### src/rtl/comp_result_monitor.sv
// comp_result_monitor: consumes comparator flag triples over valid/ready,
// keeps saturating outcome counters and a streak tracker with a sticky alarm,
// and latches an error (stalling input) on any non-one-hot flag encoding.
module comp_result_monitor #(
  parameter int unsigned CNT_W     = 8,
  parameter int unsigned STREAK_TH = 4
) (
  input  logic             clk,
  input  logic             rst_n,
  input  logic             in_valid,
  output logic             in_ready,
  input  logic             equal_to,
  input  logic             less_than,
  input  logic             greater_than,
  input  logic             clear,
  output logic [CNT_W-1:0] eq_count,
  output logic [CNT_W-1:0] lt_count,
  output logic [CNT_W-1:0] gt_count,
  output logic [CNT_W-1:0] streak_len,
  output logic [1:0]       streak_kind,
  output logic             alarm,
  output logic             err
);

  localparam logic [CNT_W-1:0] CNT_MAX = '1;
  localparam logic [CNT_W-1:0] TH      = CNT_W'(STREAK_TH);

  localparam logic [1:0] KIND_EQ = 2'b01;
  localparam logic [1:0] KIND_LT = 2'b10;
  localparam logic [1:0] KIND_GT = 2'b11;

  typedef enum logic [1:0] {
    ST_IDLE  = 2'b00,
    ST_RUN   = 2'b01,
    ST_ALARM = 2'b10,
    ST_ERR   = 2'b11
  } state_t;

  state_t           state;
  logic             legal;
  logic             accept;
  logic [1:0]       kind;
  logic [CNT_W-1:0] len_next;

  function automatic logic [CNT_W-1:0] sat_inc(input logic [CNT_W-1:0] v);
    return (v == CNT_MAX) ? v : v + CNT_W'(1);
  endfunction

  // Ready is a pure decode of the registered state: only ERR stalls input.
  assign in_ready = (state != ST_ERR);
  assign accept   = in_valid && in_ready;

  // Classify the offered sample and compute the streak length it would produce.
  always_comb begin
    legal    = (equal_to ^ less_than ^ greater_than) &
               ~(equal_to & less_than & greater_than);
    kind     = equal_to ? KIND_EQ : (less_than ? KIND_LT : KIND_GT);
    len_next = (streak_kind == kind) ? sat_inc(streak_len) : CNT_W'(1);
  end

  // State machine with statistics; reset outranks clear, clear outranks accept.
  always_ff @(posedge clk) begin
    if (!rst_n || clear) begin
      state       <= ST_IDLE;
      eq_count    <= '0;
      lt_count    <= '0;
      gt_count    <= '0;
      streak_len  <= '0;
      streak_kind <= 2'b00;
      alarm       <= 1'b0;
      err         <= 1'b0;
    end else if (accept) begin
      if (!legal) begin
        // Statistics frozen; alarm is deliberately left as-is.
        state <= ST_ERR;
        err   <= 1'b1;
      end else begin
        case (kind)
          KIND_EQ: eq_count <= sat_inc(eq_count);
          KIND_LT: lt_count <= sat_inc(lt_count);
          default: gt_count <= sat_inc(gt_count);
        endcase
        streak_len  <= len_next;
        streak_kind <= kind;
        if (len_next == TH) begin
          alarm <= 1'b1;
          state <= ST_ALARM;
        end else if (state == ST_ALARM) begin
          state <= ST_ALARM;
        end else begin
          state <= ST_RUN;
        end
      end
    end
  end

endmodule

### config.mk
export PLATFORM = sky130hd
export DESIGN_NAME = comp_result_monitor
export DESIGN_NICKNAME = d
export VERILOG_FILES = /design/src/rtl/comp_result_monitor.sv
export SDC_FILE = /design/constraint.sdc
export NUM_CORES = 1
export LEC_CHECK = 0
export ABC_CLOCK_PERIOD_IN_PS = 2450
export BUFFER_PORTS_ARGS = -buffer_cell sky130_fd_sc_hd__buf_2
export CAP_MARGIN = 10
export CORE_ASPECT_RATIO = 0.75
export CORE_MARGIN = 3
export CORE_UTILIZATION = 54
export DETAILED_ROUTE_END_ITERATION = 8
export PLACE_DENSITY = 0.82
export SLEW_MARGIN = 20
export SYNTH_ARGS = -nofsm -noshare
export SYNTH_HDL_FRONTEND = slang
export SYNTH_SLANG_ARGS = --single-unit
### constraint.sdc
create_clock -name clk -period 2.45 [get_ports clk]
set_input_delay 0.245 -clock clk [delete_from_list [all_inputs] [get_ports clk]]
set_output_delay 0.245 -clock clk [all_outputs]
set_load 0.02 [all_outputs]
# Yosys cells after proc, flatten, opt, wreduce, memory -nomap -nowiden
# Index checks and enable logic that the tools add are counted.
[totals] register_bits=38 in_bits=7 output_inout_bits=37 elab_cells=50
[op_classes] addsub=4 eq_ne=10 n_mux=7 n_bitwise=11 n_reduce_logical=10
[op_table] operator="$add A8 B1 Y8 const B" count=4
[op_table] operator="$eq A8 B8 Y1 const B" count=4
[op_table] operator="$mux W8" count=2
[op_table] operator="$reduce_and A4 Y1" count=3
[op_table] operator="$eq A8 B3 Y1 const B" count=1
[op_table] operator="$mux W2" count=4
[op_table] operator="$not A1 Y1" count=6
[op_table] operator="$eq A2 B2 Y1 const B" count=2
[op_table] operator="$reduce_and A2 Y1" count=2
[op_table] operator="$and A1 B1 Y1" count=3
[op_table] operator="$reduce_and A3 Y1" count=1
[op_table] operator="$eq A2 B1 Y1 const B" count=1
[op_table] operator="$eq A2 B2 Y1" count=1
[op_table] operator="$ne A2 B2 Y1 const B" count=1
[op_table] operator="$reduce_or A2 Y1" count=1
[op_table] operator="$xor A1 B1 Y1" count=2
[op_table] operator="$logic_and A1 B1 Y1" count=1
[op_table] operator="$logic_not A1 Y1" count=1
[op_table] operator="$logic_or A1 B1 Y1" count=1
[op_table] operator="$mux W1" count=1

# Logic depth before layout (Yosys ltp)
# Gate-level depths: netlist (run 1).
[logic_depth] word_depth=7 mapped_depth=8

# Least setup slack after synthesis (run 1)
# No wires, ideal clock.
[synth_path] kind="register to register" from="register streak_len[0]" to="register state[0]" setup_time_ns=0.125 arrival_time_ns=1.849 setup_slack_ns=0.476 stages_incl_launch_ff=8 n_path_buf=1 period_less_slack_ns=1.974 path_cell_list="dfxtp_1 -> ha_1 -> buf_2 -> and4_1 -> nand2_1 -> a221oi_2 -> o211ai_2 -> o41a_1"
[synth_between] elab_chain_cells=6 word_cells_on_any_way=7 cone_classes="1 x add/sub; 2 x eq/ne; 4 x mux"
[synth_rtl] item="start, declared" line_no="19" source="output logic [CNT_W-1:0] streak_len,"
[synth_rtl] item="start signal, assigned" line_no="83" source="streak_len <= len_next;"
[synth_rtl] item="$add A8 B1 Y8 / $eq A8 B8 Y1 (equally long branches)" line_no="46" source="return (v == CNT_MAX) ? v : v + CNT_W'(1);"
[synth_rtl] item="$mux W8 *" line_no="46"
[synth_rtl] item="$mux W8 *" line_no="58" source="len_next = (streak_kind == kind) ? sat_inc(streak_len) : CNT_W'(1);"
[synth_rtl] item="$eq A8 B3 Y1 *" line_no="85" source="if (len_next == TH) begin"
[synth_rtl] item="$mux W2 *" line_no="85"
[synth_rtl] item="$mux W2 *" line_no="73" source="if (!legal) begin"
[synth_rtl] item="end signal, assigned" line_no="75" source="state <= ST_ERR;"
[synth_rtl] item="end signal, assigned" line_no="87" source="state <= ST_ALARM;"
[synth_rtl] item="end signal, assigned" line_no="89" source="state <= ST_ALARM;"
[synth_rtl] item="end, declared" line_no="39" source="state_t state;"
# Every way passes the cells marked *; elsewhere a longest branch is shown, timed or not.
# A chain may end at the register's enable or synchronous reset.

# Worst setup path after layout (run 1)
# Ends and elaborated chain as after synthesis.

==> impl_metrics.json, run 1 <==
{
  "critPathKind": "flip-flop to flip-flop",
  "postSynth.asyncResetShare_pct": 0,
  "grt_pass1_wl_mm": 7.99,
  "grt_use_met1_pct": 29.4,
  "synth-edff-count": 0,
  "clk_pin_slew_ps": 70,
  "endpoint_kind": "flip-flop",
  "vias": 1884,
  "synthMuxAreaShare_pct": 0.548,
  "drive_above_1_share_pct": 24.4,
  "htree_num_levels": 2,
  "leakage_nw": 0.912,
  "numClockSinks": 38,
  "use_met2_pct": 34.3,
  "drt-wirelength-per-cell_um": 13.8,
  "wl_mm": 4.65,
  "grt_pass1_vias": 1702,
  "clock_latency_ps": 300,
  "synth_compound_area_share_pct": 17.1,
  "period_share_pct": 85.1,
  "synth_nets": 257,
  "synth_top_family_by_area": "simple AND/OR/NAND/NOR gates",
  "seq_power_share_pct": 49.8,
  "row_count": 18,
  "p_sw_w": 0.000303,
  "dp.final_hpwl_mm": 3.40,
  "ir_worst_vdd_v": 0.000324,
  "hold_viol": 0,
  "power_w": 0.00126,
  "antenna_found_initial": 0,
  "fin_worst_skew_ps": 5.60,
  "status": "finished, final reports clean",
  "viasPerCell": 5.59,
  "p_per_area_nw_per_um2": 521,
  "busiest_layer": "met2",
  "drt_iter0_drc": 239,
  "cts_tree": "yes",
  "synth_seq_cells": 38,
  "synth_warnings": 0,
  "pin_count": 44,
  "critPathArrivalTime_ps": 2270,
  "cts_max_path_buffers": 2,
  "drc": 0,
  "max_freq_ghz": 0.479,
  "timing.setup.tns_ps": 0,
  "ys.flop_type": "dfxtp_1",
  "slew_headroom_pct": 54.2,
  "avgSynthCellArea_um2": 8.45,
  "cts_root_buf": "clkbuf_8",
  "grt_overflow": 0,
  "area_growth_pct": 18.0,
  "dieArea_um2": 4590,
  "startpoint_type": "flip-flop",
  "power_frac_comb_pct": 8.6,
  "cts-resized-gates": 0,
  "period_minus_slack_ps": 2090,
  "place.gp.congestion": 0.880,
  "num_antenna_cells": 0,
  "grt_max_degree": 17,
  "crit_fanout": 9,
  "synthXorXnorAreaFrac_pct": 9.38,
  "p_clk_share_pct": 41.6,
  "holdBufCountCts": 0,
  "internal-power_w": 0.000961,
  "yosys.area_share.adder_pct": 4.26,
  "syn_area_um2": 2050,
  "io_buffers": 43,
  "die_h_um": 59.4,
  "setup_viol": 0,
  "gr-usage-all-layers_pct": 22.1,
  "yosysSeqAreaShare_pct": 37.0,
  "maxCapViolations": 0,
  "p_sw_share_pct": 23.9,
  "cts_setup_buffers": 0,
  "crit_required_ps": 2630,
  "final_antenna_net_count": 0,
  "core_um2": 3470,
  "nets": 300,
  "synth-simple-area-share_pct": 28.3,
  "synth.distinct_cells": 46,
  "drv_slew": 0,
  "synth_cells": 243,
  "die_x_um": 77.2,
  "drt_pre_antenna_iters": 4,
  "cts_buffers": 5,
  "start_util_pct": 59.2,
  "use_met3_pct": 7.14,
  "rsz0062_at_grt": "no",
  "hold_path_class": "primary input to flip-flop",
  "worstMarginPinSlew_ps": 687
}
-- critical path, cell delays in order, from the launching register on --
cell and delay (ps):
dfxtp_1 490, ha_1 330, and4_1 240, nand2_1 90
a221oi_2 320, o211ai_2 160, o41a_1 320
-- final cells by class --
class	instances	area (um^2)
tap	50	62.6
inverter	4	15.0
clock inverter	3	40.0
multi-input combinational	189	1220
fill	309	1040
sequential	38	761
clock buffer	5	68.8
timing repair buffer	48	253
-- cells in the mapped netlist (2+ instances only) --
cell	n	area (um^2)
nor2_1	39	146
dfxtp_1	38	761
xnor2_1	22	193
a21oi_1	18	90.1
nor3_1	14	70.1
nand2_1	13	48.8
nand3_1	13	65.1
nor4_1	9	56.3
buf_2	7	35.0
ha_1	7	87.6
o21ai_0	7	35.0
nand4_1	5	31.3
clkbuf_1	4	15.0
inv_1	4	15.0
a211oi_1	3	22.5
a41oi_1	3	26.3
and3_1	3	18.8
nor2b_1	3	18.8
nor3b_1	2	15.0
o211ai_2	2	25.0
o21ai_1	2	10.0
-- power by group through the flow --
stage               clock network (W)   logic, W  registers [W]
floorplan                           0  0.0000724       0.000647
global placement                    0   0.000105       0.000643
detailed placement                  0   0.000108       0.000643
CTS                          0.000532   0.000108       0.000629
global route                 0.000563   0.000120       0.000630
finish                       0.000526   0.000109       0.000629
-- through the flow --
step / hold WS [ps] / worst slack (ps) / cells / instance area [um^2] / util, %
after global placement: 449 / 352 / 329 / 2310 / 66.7
after floorplan: 341 / 476 / 243 / 2050 / -
after detailed placement: 458 / 218 / 329 / 2310 / 66.7
after CTS: 206 / 384 / 337 / 2420 / 69.9
final: 211 / 364 / 337 / 2420 / 69.9
after global routing: 209 / 156 / 337 / 2420 / 69.9
-- final timing paths --
kind / from / end / slack [ps] / cells after the start
setup / recovery: streak_len[0]$_SDFFE_PP0P_ / state[0]$_SDFFE_PP0P_ / 360 / 6
hold / removal: equal_to / streak_kind[1]$_SDFFE_PP0P_ / 210 / 2
setup reg to reg: streak_len[0]$_SDFFE_PP0P_ / state[0]$_SDFFE_PP0P_ / 360 / 6
hold reg to reg: alarm$_SDFFE_PP0P_ / alarm$_SDFFE_PP0P_ / 480 / 2
-- layer usage --
| metal | vias to the layer above | wire, um |
|---|---|---|
| li1 | 957 | - |
| met1 | 859 | 2230 |
| met2 | 62 | 2020 |
| met3 | 6 | 345 |
| met4 | 0 | 51 |
| met5 | - | 0 |
-- flip-flops by register name, indices dropped and copies added (netlist names) --
register / cells
streak_len: 8
err: 1
state: 2
gt_count: 8
eq_count: 8
streak_kind: 2
alarm: 1
lt_count: 8
-- cells by family (layout without fill, tap and decap cells) --
| family | count (synthesis) | count (layout) |
|---|---|---|
| buffers and inverters | 16 | 60 |
| AOI/OAI and AO/OA | 47 | 47 |
| DFF | 38 | 38 |
| adders and majority gates | 7 | 7 |
| xor gates and xnor gates | 22 | 22 |
| and+or+nand+nor | 112 | 112 |
| muxes | 1 | 1 |
-- layout by cell type (no fill, tap or decap), drive strengths merged, types with 2 or more instances in the layout --
cell	count
a21oi	18
o211ai	3
o21ai	10
ha	7
xnor2	22
clkbuf	5
a211oi	3
buf	48
inv	4
nand4	5
and3	3
nor3b	3
clkinv	2
nor3	14
and2	2
nor2b	3
nand2	13
or2	2
nor4	10
and4	2
nand3	13
dfxtp	38
nor2	39
a41oi	3
(Power assumes the default switching activity.)
==> run 2, diff against run 1 <==
--- a/config.mk
+++ b/config.mk
@@ -5,14 +5,14 @@
 export SDC_FILE = /design/constraint.sdc
 export NUM_CORES = 1
 export LEC_CHECK = 0
-export ABC_CLOCK_PERIOD_IN_PS = 2450
+export ABC_CLOCK_PERIOD_IN_PS = 2600
 export BUFFER_PORTS_ARGS = -buffer_cell sky130_fd_sc_hd__buf_2
 export CAP_MARGIN = 10
 export CORE_ASPECT_RATIO = 0.75
 export CORE_MARGIN = 3
-export CORE_UTILIZATION = 54
+export CORE_UTILIZATION = 58
 export DETAILED_ROUTE_END_ITERATION = 8
-export PLACE_DENSITY = 0.82
+export PLACE_DENSITY = 0.87
 export SLEW_MARGIN = 20
 export SYNTH_ARGS = -nofsm -noshare
 export SYNTH_HDL_FRONTEND = slang
==> constraint.sdc (replaced) <==
create_clock -name clk -period 2.6 [get_ports clk]
set_input_delay 0.26 -clock clk [delete_from_list [all_inputs] [get_ports clk]]
set_output_delay 0.26 -clock clk [all_outputs]
set_load 0.02 [all_outputs]
==> run 2 against run 1 <==
- global-route usage down 0.60 points
- hold slack better by 13 ps
- critical path type unchanged
- register-to-register slack better by 90 ps
- wire length down 4.8%
- critical endpoint unchanged
- final area down 3.1%
- count of clock-buffer cells in the layout up 2
- sequential power down 5.7%
- final cell count down 4.5%
- first-iteration DRC count down 38%
- setup slack better by 94 ps
- sequential share of layout area up 1.0 points
==> impl_metrics.json, run 2 (synthesis gave the netlist of run 1 again) <==
{
  "status": "finished, final reports clean",
  "cts-resized-gates": 0,
  "hold_depth": 2,
  "clock_latency_ps": 290,
  "worstReg2RegEnd": "state[0]$_SDFFE_PP0P_",
  "htree_num_levels": 2,
  "dp.final_hpwl_mm": 3.21,
  "critical_path.max_stage_delay_ps": 470,
  "place.gp.congestion": 0.884,
  "r2r_setup_slack_ps": 460,
  "ff2ff_path_depth": 6,
  "drc": 0,
  "cp_slowest_cell": "dfxtp_1",
  "final_antenna_net_count": 0,
  "period_share_pct": 82.4,
  "pin_count": 44,
  "maxCapViolations": 0,
  "cts_buffers": 5,
  "hold_path_class": "primary input to flip-flop",
  "clk_pin_slew_ps": 70,
  "power_w": 0.00107,
  "leakage_nw": 0.872,
  "drv_slew": 0,
  "cts_max_path_buffers": 2,
  "antenna_found_initial": 0,
  "utilization_pct": 70.5,
  "crit_chain": "ha_1 -> nand4_1 -> nor4_1 -> o32a_1 -> o211ai_2 -> o41a_1",
  "cts_tree": "yes",
  "fillers": 277,
  "max_freq_ghz": 0.467,
  "drt-wirelength-per-cell_um": 13.7,
  "nets": 296,
  "slew_headroom_pct": 33.6,
  "dieArea_um2": 4300,
  "drt_pre_antenna_iters": 4,
  "startpoint_type": "flip-flop",
  "p_per_area_nw_per_um2": 454,
  "worstMarginPinSlew_ps": 996,
  "r2r_start": "streak_len[0]$_SDFFE_PP0P_",
  "die_x_um": 74.7,
  "timing.setup.tns_ps": 0,
  "critPathBufInv": 0,
  "start_util_pct": 61.6,
  "wl_mm": 4.42,
  "cp.depth": 6,
  "drive_above_1_share_pct": 22.3,
  "period_minus_slack_ps": 2140,
  "die_h_um": 57.5,
  "rsz0062_at_grt": "no",
  "crit_fanout": 10,
  "grt_overflow": 0,
  "vias": 1913,
  "grt_max_degree": 26,
  "grt_pass1_wl_mm": 7.24,
  "crit_path_start": "streak_len[0]$_SDFFE_PP0P_",
  "crit_required_ps": 2770,
  "endpoint": "state[0]$_SDFFE_PP0P_",
  "area_growth_pct": 14.3,
  "hold_viol": 0,
  "endpoint_kind": "flip-flop",
  "layout_commonest_cell": "buf_2",
  "io_buffers": 43,
  "critical_path.top_delay_family": "compound AO/OA/AOI/OAI gates",
  "setup_viol": 0,
  "layout_common_cells": "43 x buf_2, 39 x nor2_1, 38 x dfxtp_1, 22 x xnor2_1, 18 x a21oi_1",
  "critPathArrivalTime_ps": 2320,
  "ir_worst_vdd_v": 0.000364,
  "cts_setup_buffers": 0,
  "grt_pass1_vias": 1638,
  "fin_worst_skew_ps": 4.29,
  "critPathKind": "flip-flop to flip-flop",
  "num_antenna_cells": 0,
  "holdBufCountCts": 0,
  "gr-usage-all-layers_pct": 21.5,
  "drt_iter0_drc": 149,
  "row_count": 18,
  "cts_root_buf": "clkbuf_8",
  "core_um2": 3330,
  "viasPerCell": 5.94,
  "numClockSinks": 38
}
[run 2: how the worst min path moves through the flow]
| stage | from | end | slack (ps) |
|---|---|---|---|
| after floorplan | equal_to | streak_kind[1]$_SDFFE_PP0P_ | 360 |
| after global placement | err$_SDFFE_PP0P_ | err$_SDFFE_PP0P_ | 450 |
| after detailed placement | alarm$_SDFFE_PP0P_ | alarm$_SDFFE_PP0P_ | 460 |
| after CTS | equal_to | streak_kind[1]$_SDFFE_PP0P_ | 220 |
| after global routing | equal_to | streak_kind[1]$_SDFFE_PP0P_ | 240 |
| final | equal_to | streak_kind[1]$_SDFFE_PP0P_ | 220 |
[run 2: cell type report]
| type | instances | area (um^2) | share of cell area, % |
|---|---|---|---|
| flip-flops and latches | 38 | 761 | 32.4 |
| inverters | 4 | 15.0 | 0.639 |
| clock buffers | 7 | 76.3 | 3.25 |
| repair buffers | 44 | 223 | 9.48 |
| multi-input cells | 189 | 1220 | 52.1 |
| well taps | 40 | 50.0 | 2.13 |
[run 2: stage by stage]
| step | instance area, um^2 | setup WS [ps] | std cells | hold WS, ps |
|---|---|---|---|---|
| 5_1_grt | 2350 | 300 | 322 | 239 |
| 3_5_place_dp | 2270 | 377 | 315 | 463 |
| 4_1_cts | 2350 | 473 | 322 | 220 |
| 2_1_floorplan | 2050 | 626 | 243 | 356 |
| 3_3_place_gp | 2270 | 461 | 315 | 451 |
| 6_report | 2350 | 458 | 322 | 223 |
[run 2: power by group]
group	internal, W	leakage (nW)	switching (W)
registers	0.000587	0.307	0.00000647
clock network	0.000185	0.0383	0.000193
logic	0.0000331	0.527	0.0000625
total	0.000804	0.872	0.000262
[run 2: routing by layer]
layer	routed length, um	up-vias	global-route usage [%]
li1	-	949	-
met1	2040	872	30.1
met2	1990	82	32.7
met3	327	10	4.75
met4	65	0	7.36
met5	0	-	0
==> run 3, diff against run 2 <==
--- a/config.mk
+++ b/config.mk
@@ -5,14 +5,15 @@
 export SDC_FILE = /design/constraint.sdc
 export NUM_CORES = 1
 export LEC_CHECK = 0
-export ABC_CLOCK_PERIOD_IN_PS = 2600
+export ABC_AREA = 1
+export ABC_CLOCK_PERIOD_IN_PS = 2100
 export BUFFER_PORTS_ARGS = -buffer_cell sky130_fd_sc_hd__buf_2
 export CAP_MARGIN = 10
 export CORE_ASPECT_RATIO = 0.75
 export CORE_MARGIN = 3
-export CORE_UTILIZATION = 58
+export CORE_UTILIZATION = 54
 export DETAILED_ROUTE_END_ITERATION = 8
-export PLACE_DENSITY = 0.87
+export PLACE_DENSITY = 0.82
 export SLEW_MARGIN = 20
 export SYNTH_ARGS = -nofsm -noshare
 export SYNTH_HDL_FRONTEND = slang
==> constraint.sdc (replaced) <==
create_clock -name clk -period 2.1 [get_ports clk]
set_input_delay 0.21 -clock clk [delete_from_list [all_inputs] [get_ports clk]]
set_output_delay 0.21 -clock clk [all_outputs]
set_load 0.02 [all_outputs]
==> run 3 against run 2 <==
- die area up 8.8%
- critical path depth is 5 higher
- clock skew rose by 4.2 ps
- count of clock-buffer cells in the layout is 2 lower
- final area rose by 5.7%
- power rose by 40%
- setup slack worse by 30 ps
- via count rose by 7.2%
- utilization grew 0.20 points
- first-iteration DRC count decreased by 54%
- sequential cell count stayed put
==> impl_metrics.json, run 3 <==
{
  "gr-usage-all-layers_pct": 21.4,
  "critPathArrivalTime_ps": 1890,
  "dieArea_um2": 4680,
  "synth.cells.most_frequent": "73 x nand2_1, 38 x dfxtp_1, 31 x a21oi_1, 29 x nor2_1, 28 x inv_1",
  "synth_cells": 302,
  "synthMuxAreaShare_pct": 0,
  "seq_area_um2": 761,
  "fillers": 312,
  "crit_fanout": 8,
  "cts_buffers": 5,
  "cts_root_buf": "clkbuf_8",
  "layout_commonest_cell": "nand2_1",
  "die_h_um": 60.0,
  "grt_pass1_wl_mm": 8.07,
  "io_buffers": 43,
  "timing.setup.tns_ps": 0,
  "status": "finished, final reports clean",
  "syn_area_um2": 2100,
  "synth.most_common_cell": "nand2_1",
  "maxCapViolations": 0,
  "nets": 364,
  "critPathKind": "flip-flop to flip-flop",
  "period_minus_slack_ps": 1670,
  "synth_nets": 316,
  "synth_warnings": 0,
  "htree_num_levels": 2,
  "row_count": 18,
  "drv_slew": 0,
  "grt_pass1_vias": 1879,
  "grt_overflow": 0,
  "clk_pin_slew_ps": 70,
  "wl_mm": 4.59,
  "cts_tree": "yes",
  "synth.distinct_cells": 31,
  "drive_above_1_share_pct": 22.2,
  "num_antenna_cells": 0,
  "yosys-top-cells-area": "dfxtp_1 36%, nand2_1 13%, a21oi_1 7.4%",
  "cts_setup_buffers": 0,
  "holdBufCountCts": 0,
  "synth_seq_cells": 38,
  "cts-resized-gates": 0,
  "place.gp.congestion": 0.813,
  "dp.final_hpwl_mm": 3.41,
  "pin_count": 44,
  "yosysSeqAreaShare_pct": 36.3,
  "vias": 2050,
  "die_x_um": 78.0,
  "utilization_pct": 70.7,
  "fin_worst_skew_ps": 8.46,
  "synth_top_family_by_area": "simple AND/OR/NAND/NOR gates",
  "final_antenna_net_count": 0,
  "core_um2": 3510,
  "crit_required_ps": 2320,
  "p_per_area_nw_per_um2": 603,
  "avgSynthCellArea_um2": 6.95,
  "period_share_pct": 79.7,
  "synth-simple-area-share_pct": 33.5,
  "grt_max_degree": 24,
  "synth_compound_area_share_pct": 12.7,
  "slew_headroom_pct": 64.8,
  "layout_common_cells": "73 x nand2_1, 43 x buf_2, 38 x dfxtp_1, 31 x a21oi_1, 29 x nor2_1",
  "drt_iter0_drc": 68,
  "area_growth_pct": 18.3,
  "drt_pre_antenna_iters": 4,
  "endpoint_kind": "flip-flop",
  "ys.flop_type": "dfxtp_1",
  "synth_area_leader_cell": "dfxtp_1",
  "numClockSinks": 38,
  "synth_top_cell_area_share_pct": 36.3,
  "power_w": 0.00150,
  "antenna_found_initial": 0,
  "ir_worst_vdd_v": 0.000432,
  "startpoint_type": "flip-flop",
  "rsz0062_at_grt": "no",
  "drt-wirelength-per-cell_um": 11.4,
  "cts_max_path_buffers": 2,
  "max_freq_ghz": 0.598,
  "viasPerCell": 5.11,
  "clock_latency_ps": 290,
  "synthXorXnorAreaFrac_pct": 5.78,
  "drc": 0,
  "yosys.area_share.adder_pct": 4.17,
  "worstMarginPinSlew_ps": 527,
  "postSynth.asyncResetShare_pct": 0,
  "leakage_nw": 1.12,
  "synth-edff-count": 0,
  "hold_viol": 0,
  "multi_input_area_um2": 1180,
  "hold_path_class": "primary input to flip-flop",
  "setup_viol": 0,
  "start_util_pct": 59.7
}
run 3: worst paths after layout:
check | start | endpoint | slack (ps) | depth (start not counted)
worst min-delay path | in_valid | state[0]$_SDFFE_PP0P_ | 240 | 3
worst min register to register | alarm$_SDFFE_PP0P_ | alarm$_SDFFE_PP0P_ | 450 | 2
worst max-delay path | streak_len[1]$_SDFFE_PP0P_ | alarm$_SDFFE_PP0P_ | 430 | 11
worst max register to register | streak_len[1]$_SDFFE_PP0P_ | alarm$_SDFFE_PP0P_ | 430 | 11
run 3: cell type report:
type / count / share of cell area, %
multi-input combinational: 224 / 47.4
clock buffer: 5 / 2.77
inverter: 34 / 5.14
tap: 50 / 2.52
timing repair buffer: 47 / 9.88
sequential: 38 / 30.6
clock inverter: 3 / 1.61
run 3: through the flow:
stage / area [um^2] / setup slack (ps) / hold slack [ps] / std cells
after global placement: 2370 / 332 / 442 / 393
after global routing: 2480 / 213 / 273 / 401
after CTS: 2480 / 424 / 219 / 401
final: 2480 / 427 / 236 / 401
after floorplan: 2100 / 464 / 389 / 302
after detailed placement: 2370 / 285 / 445 / 393
run 3: cells by family after synthesis:
group | count (synthesis)
adder cells (fa/ha/maj) | 7
flip-flops | 38
buffers and inverters | 40
XOR/XNOR | 13
AND/OR/NAND/NOR | 152
AO/OA/AOI/OAI | 52
run 3: report_power, final:
| group | internal [W] | switching (W) |
|---|---|---|
| combinational | 0.0000478 | 0.0000960 |
| sequential | 0.000733 | 0.0000139 |
| clock | 0.000349 | 0.000257 |
| total | 0.00113 | 0.000367 |
run 3: per-layer routing:
metal  GRT usage (%)  wire length [um]  vias to the layer above  share of wire (%)
met5               0                 0                        -                  0
met1            28.0              2210                      930                 48
met3            4.97               238                        7                5.2
met2            35.4              2100                       46                 46
li1                -                 -                     1067                  -
met4            7.23                42                        0               0.92
run 3: worst max-delay path, cell delays in order, from the launching register on:
cell and delay, ps:
dfxtp_1 410, ha_1 210, nand2_2 80, nor2_4 140, nand2_4 100, nand2_2 60
nand2_1 60, nor2_2 100, nand2_1 80, nor2_2 120, nand3_1 100, a21oi_1 130
